==> src/rtl/divider_restoring_seq.sv <==
// Sequential restoring divider: 2N-bit dividend / N-bit divisor, one quotient bit per cycle.
// Optional macro DIV_OVF_DETECT_EN enables early overflow / divide-by-zero detection.
module divider_restoring_seq #(
   parameter int N = 28
) (
   input  logic           clk,
   input  logic           rstn,
   input  logic           start,
   input  logic [2*N-1:0] dividend,
   input  logic [N-1:0]   divisor,
   output logic           busy,
   output logic           done,
   output logic [N-1:0]   quot,
   output logic [N-1:0]   rem,
   output logic           ovf
);

   localparam int CW = $clog2(N + 1);

   typedef enum logic [1:0] {
      IDLE = 2'd0,
      RUN  = 2'd1,
      DONE = 2'd2
   } state_t;

   state_t        state_q, state_d;
   logic [CW-1:0] cnt_q, cnt_d;
   logic [N:0]    prem_q, prem_d;
   logic [N-1:0]  shreg_q, shreg_d;
   logic [N-1:0]  dvs_q, dvs_d;
   logic [N-1:0]  quot_q, quot_d;
   logic [N-1:0]  rem_q, rem_d;
`ifdef DIV_OVF_DETECT_EN
   logic          ovf_q, ovf_d;
`endif

   logic [N:0]    shifted;
   logic [N+1:0]  diff;
   logic [N:0]    step_rem;
   logic [N-1:0]  step_sh;

   // One restoring step: shift in the next dividend bit and trial-subtract the divisor.
   always_comb begin
      shifted = {prem_q[N-1:0], shreg_q[N-1]};
      diff    = {1'b0, shifted} - {2'b00, dvs_q};
      if (!diff[N+1]) begin
         step_rem = diff[N:0];
         step_sh  = {shreg_q[N-2:0], 1'b1};
      end else begin
         step_rem = shifted;
         step_sh  = {shreg_q[N-2:0], 1'b0};
      end
   end

   always_comb begin
      state_d = state_q;
      cnt_d   = cnt_q;
      prem_d  = prem_q;
      shreg_d = shreg_q;
      dvs_d   = dvs_q;
      quot_d  = quot_q;
      rem_d   = rem_q;
`ifdef DIV_OVF_DETECT_EN
      ovf_d   = ovf_q;
`endif
      case (state_q)
         IDLE: begin
            if (start) begin
               dvs_d   = divisor;
               prem_d  = {1'b0, dividend[2*N-1:N]};
               shreg_d = dividend[N-1:0];
               cnt_d   = '0;
               state_d = RUN;
`ifdef DIV_OVF_DETECT_EN
               // Quotient would not fit in N bits (or divisor is zero): skip RUN.
               if (dividend[2*N-1:N] >= divisor) begin
                  state_d = DONE;
                  quot_d  = '1;
                  rem_d   = '0;
                  ovf_d   = 1'b1;
               end
`endif
            end
         end
         RUN: begin
            prem_d  = step_rem;
            shreg_d = step_sh;
            cnt_d   = cnt_q + 1'b1;
            if (cnt_q == CW'(N - 1)) begin
               state_d = DONE;
               quot_d  = step_sh;
               rem_d   = step_rem[N-1:0];
`ifdef DIV_OVF_DETECT_EN
               ovf_d   = 1'b0;
`endif
            end
         end
         DONE: begin
            state_d = IDLE;
         end
         default: begin
            state_d = IDLE;
         end
      endcase
   end

   always_ff @(posedge clk or negedge rstn) begin
      if (!rstn) begin
         state_q <= IDLE;
         cnt_q   <= '0;
         prem_q  <= '0;
         shreg_q <= '0;
         dvs_q   <= '0;
         quot_q  <= '0;
         rem_q   <= '0;
`ifdef DIV_OVF_DETECT_EN
         ovf_q   <= 1'b0;
`endif
      end else begin
         state_q <= state_d;
         cnt_q   <= cnt_d;
         prem_q  <= prem_d;
         shreg_q <= shreg_d;
         dvs_q   <= dvs_d;
         quot_q  <= quot_d;
         rem_q   <= rem_d;
`ifdef DIV_OVF_DETECT_EN
         ovf_q   <= ovf_d;
`endif
      end
   end

   assign busy = (state_q == RUN);
   assign done = (state_q == DONE);
   assign quot = quot_q;
   assign rem  = rem_q;
`ifdef DIV_OVF_DETECT_EN
   assign ovf  = ovf_q;
`else
   assign ovf  = 1'b0;
`endif

endmodule

==> config.mk <==
export PLATFORM = sky130hd
export DESIGN_NAME = divider_restoring_seq
export DESIGN_NICKNAME = d
export VERILOG_FILES = /design/src/rtl/divider_restoring_seq.sv
export SDC_FILE = /design/constraint.sdc
export NUM_CORES = 1
export LEC_CHECK = 0
export CAP_MARGIN = 0
export CORE_MARGIN = 2
export CORE_UTILIZATION = 40
export CTS_CLUSTER_DIAMETER = 150
export DETAILED_ROUTE_END_ITERATION = 8
export PLACE_DENSITY = 0.76
export SLEW_MARGIN = 0
export SYNTH_ARGS = -nofsm -noshare
export SYNTH_HDL_FRONTEND = slang
export SYNTH_SLANG_ARGS = --single-unit
==> constraint.sdc <==
create_clock -name clk -period 7 [get_ports clk]
set_input_delay 1.05 -clock clk [delete_from_list [all_inputs] [get_ports clk]]
set_output_delay 1.05 -clock clk [all_outputs]
set_load 0.005 [all_outputs]
# Word level (Yosys, flattened, before mapping)
# Index checks and enable logic that the tools add are counted.
# W data, S select, Z words.
[classes]
n_addsub = 2
n_eq_ne = 5
mux = 11
n_reduce_logical = 6
[op_table]
columns = ["op", "n"]
rows = [
  ["$pmux W28 S2", 2],
  ["$mux W28", 3],
  ["$sub A29 B28 Y30", 1],
  ["$pmux W5 S2", 1],
  ["$reduce_and A2 Y1", 4],
  ["$add A5 B1 Y5 const B", 1],
  ["$eq A5 B5 Y1 const B", 1],
  ["$mux W5", 1],
  ["$mux W2", 2],
  ["$pmux W2 S2", 1],
  ["$eq A2 B1 Y1 const B", 1],
  ["$eq A2 B2 Y1 const B", 1],
  ["$logic_not A2 Y1", 1],
  ["$ne A2 B1 Y1 const B", 1],
  ["$ne A2 B2 Y1 const B", 1],
  ["$reduce_bool A2 Y1", 1],
  ["$mux W1", 1],
]
[totals]
ff_bits = 147
input_bits = 87
out_inout_bits = 59

# Logic depth before layout (Yosys ltp)
# Gate-level depths: netlist of run 1.
[depth]
word_depth = 3
depth_mapped = 13
depth_no_buf = 11

# Worst setup path after synthesis of run 1
# OpenSTA, ideal clock, no wires.
[synth_path]
kind = "reg2reg"
from = "reg prem_q[11]"
to = "reg rem_q[10] (netlist: rem[10])"
setup_ps = 132
arrival_time_ps = 2426
required_time_ps = 6868
slack_ps = 4442
path_stages_with_launch = 13
path_buffers = 3
cell_sequence = "dfrtp_1 ha_1 buf_2 a21o_1 a21o_1 a41oi_1 a21oi_4 o211ai_4 and2_1 buf_6 buf_8 mux2i_1 o21ai_1"
[synth_between]
elab_chain_len = 2
[synth_rtl]
columns = ["element", "line_no", "rtl"]
rows = [
  ["start: declaration", "28", "logic [N:0] prem_q, prem_d;"],
  ["start signal: assignment", "122", "prem_q <= prem_d;"],
  ["$sub A29 B28 Y30", "45", "diff = {1'b0, shifted} - {2'b00, dvs_q};"],
  ["$mux W28", "46", "if (!diff[N+1]) begin"],
  ["end signal: assignment", "126", "rem_q <= rem_d;"],
  ["end: declaration", "32", "logic [N-1:0] rem_q, rem_d;"],
]
# Every way passes these cells.
# A chain may end at the register's enable or synchronous reset.

# Worst setup path in the final report of run 1
[layout_path]
from = "reg prem_q[3]"
to = "reg prem_q[0]"
[layout_between]
elab_chain_len = 3
[layout_rtl]
columns = ["element", "line_no", "rtl"]
rows = [
  ["$sub A29 B28 Y30", "45", ""],
  ["$mux W28", "46", ""],
  ["$pmux W28 S2", "66", "case (state_q)"],
]
# Every way passes these cells.

==> impl_metrics.env, run 1 <==
export IMPL_status="finished clean"
export IMPL_maxSlewHeadroom=0.3075
export IMPL_die_w_um=141.6
export IMPL_worst_slack_ns=3.485
export IMPL_worstPathMaxFanout=26
export IMPL_fin_nets=1075
export IMPL_initial_core_util=0.4062
export IMPL_final_setup_tns_ns=0
export IMPL_cts_buffer_depth=2
export IMPL_coreArea_um2=18640
export IMPL_worstSetupPathType="reg -> reg"
export IMPL_clk_pin_slew_worst_paths_ns=0.06
export IMPL_gp_congestion=0.9158
export IMPL_r2r_slack_ns=3.48
export IMPL_synth_edf_count=0
export IMPL_grt_pass1_vias=6486
export IMPL_rows=50
export IMPL_multi_input_area_um2=3548
export IMPL_n_antenna_cell=0
export IMPL_slew_viol_final=0
export IMPL_cts_resized=0
export IMPL_fin_cells=1205
export IMPL_grt_max_degree=87
export IMPL_power_density_nw_per_um2=587.5
export IMPL_drv_cap=0
export IMPL_first_pass_iters=5
export IMPL_holdPathStages=2
export IMPL_cp_required_ns=7.34
export IMPL_fmax_mhz=284.5
export IMPL_ir_drop_mv=0.2330
export IMPL_place_worst_setup_slack_ns=3.520
export IMPL_rr_worst_depth=10
export IMPL_htreeDepth=4
export IMPL_synthSimpleGateAreaFrac=0.1551
export IMPL_worst_pin_slew_ns=1.032
export IMPL_worstPathArrival_ns=3.85
export IMPL_final_hold_viol_count=0
export IMPL_synth_compound_gate_area_share=0.2070
export IMPL_die_area_um2=20050
export IMPL_startpoint="prem_q[3]$_DFFE_PN0P_"
export IMPL_portBuffers=144
export IMPL_vias=6490
export IMPL_synth_distinct_cells=61
export IMPL_antenna_found_initial=0
export IMPL_async_flop_share=1.000
export IMPL_setup_viol=0
export IMPL_holdBufCountCts=0
export IMPL_rsz0062_at_grt="no"
export IMPL_reg2reg_from="prem_q[3]$_DFFE_PN0P_"
export IMPL_leakagePower_uw=0.004241
export IMPL_cts_sinks=147
export IMPL_synth_fa_ha_area_frac=0.05055
export IMPL_yosysTopAreaCellShare=0.4857
export IMPL_end_kind="flip-flop"
export IMPL_fillCellCount=1714
export IMPL_synth_area_per_cell_um2=9.027
export IMPL_synth_most_common_cell="nand2_1"
export IMPL_wl_um=20280
export IMPL_clk_latency_ns=0.43
export IMPL_hp_class="reg -> reg"
export IMPL_dp_cells=1173
export IMPL_synth_top_cells_by_count="nand2_1 (167), dfrtp_1 (147), nor2_1 (68)"
export IMPL_holdCritStartpoint="quot[20]$_DFFE_PN0P_"
export IMPL_syn_num_nets=956
export IMPL_overflow=0
export IMPL_synth_top_family_by_area="compound AO/OA/AOI/OAI gates"
export IMPL_syn_instance_count=839
export IMPL_syn_to_final_growth_pct=28.17
export IMPL_synth_area_top_cells="dfrtp_1 (49%), nand2_1 (8.3%), ha_1 (4.8%), o21ai_1 (3.7%), nor2_1 (3.4%)"
export IMPL_routed_via_density=5.386
export IMPL_cts_tree="done"
export IMPL_synth_warnings=0
export IMPL_finClkSkew_ns=0.01293
export IMPL_seqCellArea_um2=3679
export IMPL_cts_buffers=17
export IMPL_min_period_over_period=0.5022
export IMPL_dp_hpwl_um=13820
export IMPL_cp_start_kind="flip-flop"
export IMPL_min_period_ns=3.515
export IMPL_chipHeight_um=141.6
export IMPL_clock_tree_root_cell="clkbuf_16"
export IMPL_syn_area_um2=7574
export IMPL_drive_gt1_frac=0.05458
export IMPL_drc_errors=0
export IMPL_synth_flop_cell="dfrtp_1"
export IMPL_synth_xor_area_frac=0.02891
export IMPL_avgRoutedWirePerCell_um=16.83
export IMPL_final_antenna_net_count=0
export IMPL_ys_ff_latch=147
export IMPL_grt_pass1_wl_um=32940
export IMPL_synth_top_cell_by_area="dfrtp_1"
export IMPL_synthMuxAreaShare=0.02528
export IMPL_io_pins=146
export IMPL_ys_seq_area_frac=0.4857
export IMPL_grt_usage=0.2059
export IMPL_drt_iter0_markers=350
export IMPL_post_cts_buffers=0
final timing paths:
check,endpoint
worst max-delay path,prem_q[0]$_DFFE_PN0P_
worst min-delay path,quot[20]$_DFFE_PN0P_
worst max register to register,prem_q[0]$_DFFE_PN0P_
worst min register to register,quot[20]$_DFFE_PN0P_
max in group asynchronous,shreg_q[15]$_DFFE_PN0P_
min in group asynchronous,dvs_q[8]$_DFFE_PN0P_
metrics by stage:
stage / utilization / power (uW) / hold slack [ns] / area, um^2
2_1_floorplan: - / 3835 / 0.4497 / 7574
3_3_place_gp: 0.4904 / 4704 / 0.4603 / 9143
3_5_place_dp: 0.4904 / 4791 / 0.4637 / 9143
4_1_cts: 0.5207 / 5705 / 0.4798 / 9707
5_1_grt: 0.5207 / 6152 / 0.4993 / 9707
6_report: 0.5207 / 5703 / 0.4744 / 9707
report_power, final:
part	total (uW)	internal [uW]	switching (uW)	leakage, uW
registers	1540	1270	266	0.00184
logic	3290	1410	1880	0.00214
clock network	882	509	373	0.000262
total	5700	3190	2520	0.00424
cells by family after synthesis:
family,Yosys count
other cells,1
flops,147
fa+ha+maj,30
simple gates,283
compound gates,249
buf+inv,85
xor+xnor,25
mux,19
cells in the final DEF, fill, tap and decap left out, types with 2 or more instances in the layout:
cell type / netlist / routed
clkbuf_16: 0 / 17
nor3_1: 6 / 6
mux2i_1: 18 / 18
o211ai_1: 5 / 5
inv_1: 33 / 33
a21oi_2: 2 / 2
a22o_1: 5 / 5
dfrtp_1: 147 / 147
clkdlybuf4s50_1: 0 / 143
o21ai_0: 43 / 43
o31ai_1: 2 / 2
ha_1: 29 / 29
nand3b_1: 4 / 4
nor2_1: 68 / 67
clkbuf_8: 0 / 2
clkbuf_1: 40 / 2
xor2_1: 10 / 10
and2_1: 5 / 5
nand3_1: 11 / 11
nand2_1: 167 / 166
buf_4: 2 / 7
o22ai_1: 28 / 28
clkinvlp_4: 0 / 5
o21a_1: 4 / 4
nand2b_1: 3 / 2
a21oi_1: 33 / 33
o21ai_1: 56 / 56
inv_6: 0 / 2
o21bai_1: 3 / 3
a22oi_1: 25 / 25
a31oi_1: 11 / 11
nor2b_1: 5 / 5
clkinv_2: 0 / 2
a21boi_0: 2 / 2
a21o_1: 12 / 12
xnor2_1: 15 / 15
a211o_1: 3 / 3
nand4_1: 8 / 8
worst max-delay path, stage by stage, from the launching register on:
cell and delay (ns):
dfrtp_1 0.40, ha_1 0.38, a21o_1 0.21, nor2b_1 0.17, o31ai_4 0.34, a21oi_4 0.12, o211ai_4 0.23, and2_1 0.58
buf_4 0.46, mux2_1 0.39, o21ai_1 0.14
sequential cells by signal, summed over array words and instances, names as in the netlist:
signal   count
cnt_q        5
dvs_q       28
prem_q      28
quot        28
rem         28
shreg_q     28
state_q      2
cell type report:
cell class | count | area share
clock inverters | 11 | 0.01070
well taps | 234 | 0.03016
inverters | 34 | 0.01315
multi-input cells | 607 | 0.3656
clock buffers | 21 | 0.04743
repair buffers | 151 | 0.1540
flip-flops and latches | 147 | 0.3790
layer usage:
metal	track usage	part of all wire
met1	0.2711	0.45
met2	0.3388	0.48
met3	0.05332	0.060
met4	0.05632	0.014
met5	0	0
No activity file was read; power rests on OpenSTA's default activity.
==> inputs of run 2 (changes only) <==
==> constraint.sdc (replaced) <==
create_clock -name clk -period 3.5 [get_ports clk]
set_input_delay 0.525 -clock clk [delete_from_list [all_inputs] [get_ports clk]]
set_output_delay 0.525 -clock clk [all_outputs]
set_load 0.005 [all_outputs]
==> run 2 against run 1 <==
Combinational power is 99% higher. Global-route usage fell by 0.13 points. Wire length fell by 1.2%. Total power is 100% higher. Critical path depth stayed put. Non-clock buffer count up 4. Clock power grew 100%. Final area increased by 0.54%. Via count is 0.63% higher. Hold slack lost 0.33 ns. Highest routed layer unchanged.
==> impl_metrics.env, run 2 (synthesis gave the netlist of run 1 again) <==
export IMPL_grt_max_degree=85
export IMPL_holdBufCountCts=0
export IMPL_dp_cells=1177
export IMPL_timing_rr_end="rem[0]$_DFFE_PN0P_"
export IMPL_hp_class="in -> async"
export IMPL_cts_buffers=17
export IMPL_htreeDepth=4
export IMPL_avgRoutedWirePerCell_um=16.58
export IMPL_cp_required_ns=3.84
export IMPL_final_area_um2=9759
export IMPL_slew_viol_final=0
export IMPL_setup_viol=0
export IMPL_clk_pin_slew_worst_paths_ns=0.06
export IMPL_reg2reg_from="prem_q[3]$_DFFE_PN0P_"
export IMPL_fin_cells=1209
export IMPL_finClkSkew_ns=0.01222
export IMPL_routed_via_density=5.402
export IMPL_fin_nets=1079
export IMPL_cts_tree="done"
export IMPL_io_pins=146
export IMPL_placed_area_um2=9185
export IMPL_worst_pin_slew_ns=0.9084
export IMPL_cts_sinks=147
export IMPL_die_area_um2=20050
export IMPL_r2r_slack_ns=0.61
export IMPL_chipHeight_um=141.6
export IMPL_overflow=0
export IMPL_syn_to_final_growth_pct=28.86
export IMPL_power_density_nw_per_um2=1169
export IMPL_final_antenna_net_count=0
export IMPL_pwr_share_clk=0.157
export IMPL_dp_hpwl_um=13730
export IMPL_clock_tree_root_cell="clkbuf_16"
export IMPL_internal_power_uw=6383
export IMPL_drv_cap=0
export IMPL_seqPwrFrac=0.268
export IMPL_gp_congestion=0.9191
export IMPL_final_setup_tns_ns=0
export IMPL_first_pass_iters=5
export IMPL_min_period_over_period=0.8246
export IMPL_die_w_um=141.6
export IMPL_post_cts_buffers=0
export IMPL_worstPathArrival_ns=3.22
export IMPL_drc_errors=0
export IMPL_min_period_ns=2.886
export IMPL_drt_iter0_markers=559
export IMPL_worstPathMaxFanout=36
export IMPL_final_hold_viol_count=0
export IMPL_drive_gt1_frac=0.06051
export IMPL_rows=50
export IMPL_status="finished clean"
export IMPL_end_kind="flip-flop"
export IMPL_rsz0062_at_grt="no"
export IMPL_cp_start_kind="flip-flop"
export IMPL_final_common_cell="nand2_1"
export IMPL_grt_pass1_vias=6490
export IMPL_maxSlewHeadroom=0.3929
export IMPL_startpoint="prem_q[3]$_DFFE_PN0P_"
export IMPL_cts_buffer_depth=2
export IMPL_antenna_found_initial=0
export IMPL_grt_pass1_wl_um=32730
export IMPL_p_comb_frac=0.575
export IMPL_leakagePower_uw=0.004286
export IMPL_worstSetupPathType="reg -> reg"
export IMPL_cts_resized=0
export IMPL_portBuffers=144
export IMPL_grt_usage=0.2046
export IMPL_vias=6531
export IMPL_worstSetupEndpoint="rem[0]$_DFFE_PN0P_"
export IMPL_fmax_mhz=346.5
export IMPL_ir_drop_mv=0.5778
export IMPL_initial_core_util=0.4062
export IMPL_coreArea_um2=18640
export IMPL_wl_um=20050
export IMPL_clk_latency_ns=0.43
export IMPL_mostFrequentLayoutCells="nand2_1 (166), dfrtp_1 (147), clkdlybuf4s50_1 (143)"
export IMPL_p_sw_uw=5022
export IMPL_rr_worst_depth=10
export IMPL_swShare=0.4403
export IMPL_n_antenna_cell=0
==> run 2: worst max-delay path, cell delays in order (launching register included) <==
cell      delay (ns)
dfrtp_1         0.40
ha_1            0.37
a21o_1          0.21
nor2b_1         0.17
o31ai_4         0.33
a21oi_4         0.12
o211ai_4        0.25
and2_1          0.21
buf_12          0.23
mux2_1          0.37
o21ai_1         0.14
==> run 2: final cells by class <==
cell class | count | area, um^2
well taps | 234 | 292.8
repair buffers | 155 | 1538
clock inverters | 15 | 148.9
clock buffers | 17 | 425.4
multi-input cells | 607 | 3548
inverters | 34 | 127.6
flip-flops and latches | 147 | 3679
fillers | 1701 | 8884
==> run 2: worst min path at each step <==
| stage | start | endpoint | slack (ns) | depth (start not counted) |
|---|---|---|---|---|
| global route | rstn | prem_q[8]$_DFFE_PN0P_ | 0.20 | 1 |
| detailed placement | quot[16]$_DFFE_PN0P_ | quot[16]$_DFFE_PN0P_ | 0.46 | 2 |
| floorplan | rstn | cnt_q[0]$_DFFE_PN0P_ | 0.23 | 0 |
| global placement | quot[25]$_DFFE_PN0P_ | quot[25]$_DFFE_PN0P_ | 0.46 | 2 |
| CTS | rstn | prem_q[8]$_DFFE_PN0P_ | 0.17 | 1 |
| finish | rstn | rem[9]$_DFFE_PN0P_ | 0.15 | 1 |
==> run 2: routing by layer <==
metal  vias up  track usage  share of wire
met5         -            0              0
met4         0      0.06105          0.013
met3        24      0.05366          0.073
met2       231       0.3301           0.47
met1      3123       0.2726           0.44
li1       3153            -              -
==> run 2: through the flow <==
step / utilization / worst slack (ns) / power, uW / hold slack (ns)
after floorplan: - / 0.9419 / 7671 / 0.2294
after global routing: 0.5235 / 0.4408 / 12350 / 0.2033
after global placement: 0.4927 / 0.6987 / 9407 / 0.4576
final: 0.5235 / 0.6139 / 11400 / 0.1472
after detailed placement: 0.4927 / 0.6202 / 9556 / 0.4622
after CTS: 0.5235 / 0.5960 / 11410 / 0.1703
==> run 2: power groups by stage <==
| stage | registers (uW) | logic [uW] | clock network (uW) |
|---|---|---|---|
| final | 3060 | 6550 | 1800 |
| after global routing | 3150 | 7310 | 1890 |
| after global placement | 3060 | 6350 | 0 |
| after CTS | 3050 | 6540 | 1820 |
| after detailed placement | 3070 | 6490 | 0 |
| after floorplan | 2960 | 4710 | 0 |
==> inputs of run 3 (changes only) <==
--- a/config.mk
+++ b/config.mk
@@ -10,7 +10,7 @@
 export CORE_UTILIZATION = 40
 export CTS_CLUSTER_DIAMETER = 150
 export DETAILED_ROUTE_END_ITERATION = 8
-export PLACE_DENSITY = 0.76
+export PLACE_DENSITY = 0.79
 export SLEW_MARGIN = 0
 export SYNTH_ARGS = -nofsm -noshare
 export SYNTH_HDL_FRONTEND = slang
==> constraint.sdc (replaced) <==
create_clock -name clk -period 2.4 [get_ports clk]
set_input_delay 0.36 -clock clk [delete_from_list [all_inputs] [get_ports clk]]
set_output_delay 0.36 -clock clk [all_outputs]
set_load 0.005 [all_outputs]
==> run 3 against run 2 <==
The run now ends with setup timing left. Final cell count up 8.2%. Hold slack improved by 0.31 ns. Wire length increased by 14%. First-iteration DRC count down 6.6%. Non-clock buffer count increased by 99. Clock-buffer cell count rose by 2. Core utilization is 7.7 points higher. Via count is 9.1% higher. Clock skew is 0.0018 ns higher. Sequential power is 46% higher. Largest cell class is now multi-input combinational cells. Highest routed layer unchanged.
==> impl_metrics.env, run 3 (synthesis gave the netlist of run 1 again) <==
export IMPL_max_stage_delay_ns=0.37
export IMPL_syn_to_final_growth_pct=47.79
export IMPL_rows=50
export IMPL_worstPathArrival_ns=2.98
export IMPL_critical_path_slowest_cell="dfrtp_1"
export IMPL_slew_viol_final=0
export IMPL_status="finished with violations"
export IMPL_setup_viol=58
export IMPL_worstSetupPathType="reg -> reg"
export IMPL_drv_cap=0
export IMPL_antenna_found_initial=0
export IMPL_power_density_nw_per_um2=1935
export IMPL_cts_buffer_depth=2
export IMPL_portBuffers=144
export IMPL_hp_class="in -> async"
export IMPL_cts_tree="done"
export IMPL_path_delay_family="compound AO/OA/AOI/OAI gates"
export IMPL_dp_hpwl_um=15360
export IMPL_worst_slack_ns=-0.3052
export IMPL_cts_sinks=147
export IMPL_cp_start_kind="flip-flop"
export IMPL_cts_buffers=17
export IMPL_final_hold_viol_count=0
export IMPL_overflow=0
export IMPL_place_worst_setup_slack_ns=-0.2675
export IMPL_grt_pass1_vias=7237
export IMPL_first_pass_iters=6
export IMPL_grt_usage=0.2286
export IMPL_routed_via_density=5.449
export IMPL_worstPathMaxFanout=6
export IMPL_grt_pass1_wl_um=36560
export IMPL_fin_nets=1178
export IMPL_ir_drop_mv=0.8861
export IMPL_wl_um=22850
export IMPL_die_w_um=141.6
export IMPL_htreeDepth=4
export IMPL_die_area_um2=20050
export IMPL_clock_tree_root_cell="clkbuf_16"
export IMPL_grt_max_degree=60
export IMPL_mostFrequentLayoutCells="nand2_1 (163), dfrtp_1 (147), clkdlybuf4s50_1 (143)"
export IMPL_worst_path_buf_inv=2
export IMPL_end_kind="flip-flop"
export IMPL_finClkSkew_ns=0.01397
export IMPL_clk_latency_ns=0.43
export IMPL_violations="setup timing"
export IMPL_worstPathCellList="inv_2, ha_4, a21oi_1, o21ai_2, o31ai_4, a21oi_4, o211ai_4, and2_4, buf_12, mux2i_4, o21ai_1"
export IMPL_leakagePower_uw=0.004886
export IMPL_final_core_util=0.6004
export IMPL_fmax_mhz=369.7
export IMPL_initial_core_util=0.4062
export IMPL_drc_errors=0
export IMPL_clk_pin_slew_worst_paths_ns=0.06
export IMPL_drt_iter0_markers=522
export IMPL_cp_required_ns=2.67
export IMPL_rsz0062_at_grt="yes"
export IMPL_final_antenna_net_count=0
export IMPL_cp_depth=11
export IMPL_io_pins=146
export IMPL_whs_ns=0.4621
export IMPL_avgRoutedWirePerCell_um=17.47
export IMPL_worst_pin_slew_ns=0.7316
export IMPL_chipHeight_um=141.6
export IMPL_drive_gt1_frac=0.2197
export IMPL_final_common_cell="nand2_1"
export IMPL_rr_worst_depth=11
export IMPL_gp_congestion=0.9301
export IMPL_coreArea_um2=18640
export IMPL_min_period_over_period=1.127
export IMPL_n_antenna_cell=0
export IMPL_vias=7127
export IMPL_maxSlewHeadroom=0.5122
export IMPL_min_period_ns=2.705
## run 3: worst register-to-register path, cell delays in order (launching register included)
cell      delay, ns
dfrtp_1        0.37
inv_2          0.08
ha_4           0.22
a21oi_1        0.24
o21ai_2        0.15
o31ai_4        0.37
a21oi_4        0.12
o211ai_4       0.20
and2_4         0.28
buf_12         0.18
mux2i_4        0.27
o21ai_1        0.08
## run 3: power by group
part           leakage (uW)  total [uW]  internal (uW)  switching, uW
Clock              0.000301        2840           1710           1130
Combinational       0.00275       14300           7020           7320
Sequential          0.00184        4480           3700            777
Total               0.00489       21700          12400           9220
## run 3: routing by layer
metal,global-route usage,wire (um),up-vias,part of all wire
li1,-,-,3383,-
met5,0,0,-,0
met3,0.06547,1521,42,0.067
met4,0.08105,513,0,0.022
met2,0.3797,11180,256,0.49
met1,0.2864,9637,3446,0.42
## run 3: through the flow
stage / area [um^2] / std cells / total power, uW / TNS (ns)
final: 11190 / 1308 / 21660 / -13.63
after detailed placement: 9950 / 1262 / 15890 / -4.822
after global placement: 9950 / 1262 / 15620 / -3.266
after floorplan: 7656 / 839 / 11420 / -0.5613
after CTS: 10900 / 1303 / 20250 / -2.695
after global routing: 11190 / 1308 / 23110 / -18.43
## run 3: cell type report
type | count | area (um^2)
timing repair buffer | 254 | 2376
clock buffer | 19 | 452.9
sequential | 147 | 3679
fill | 1525 | 7450
tap | 234 | 292.8
clock inverter | 13 | 171.4
inverter | 34 | 127.6
multi-input combinational | 607 | 4094
## run 3: timing repair
action | 4_1_cts | 5_1_grt
pin swaps | 17 | 16
resized for setup | 58 | 43
cloned | 0 | 1
hold buffers | 1 | 0
setup endpoints to repair | 55 | 58
endpoints found under the hold margin | 56 | 0
setup buffers | 8 | 4
## run 3: worst paths after layout
check | start | end | slack [ns]
worst max-delay path | dvs_q[8]$_DFFE_PN0P_ | prem_q[14]$_DFFE_PN0P_ | -0.31
worst min-delay path | rstn | shreg_q[5]$_DFFE_PN0P_ | 0.46
worst max register to register | dvs_q[8]$_DFFE_PN0P_ | prem_q[14]$_DFFE_PN0P_ | -0.31
worst min register to register | quot[4]$_DFFE_PN0P_ | quot[4]$_DFFE_PN0P_ | 0.47
max in group asynchronous | rstn | rem[14]$_DFFE_PN0P_ | 1.25
min in group clk | quot[4]$_DFFE_PN0P_ | quot[4]$_DFFE_PN0P_ | 0.47
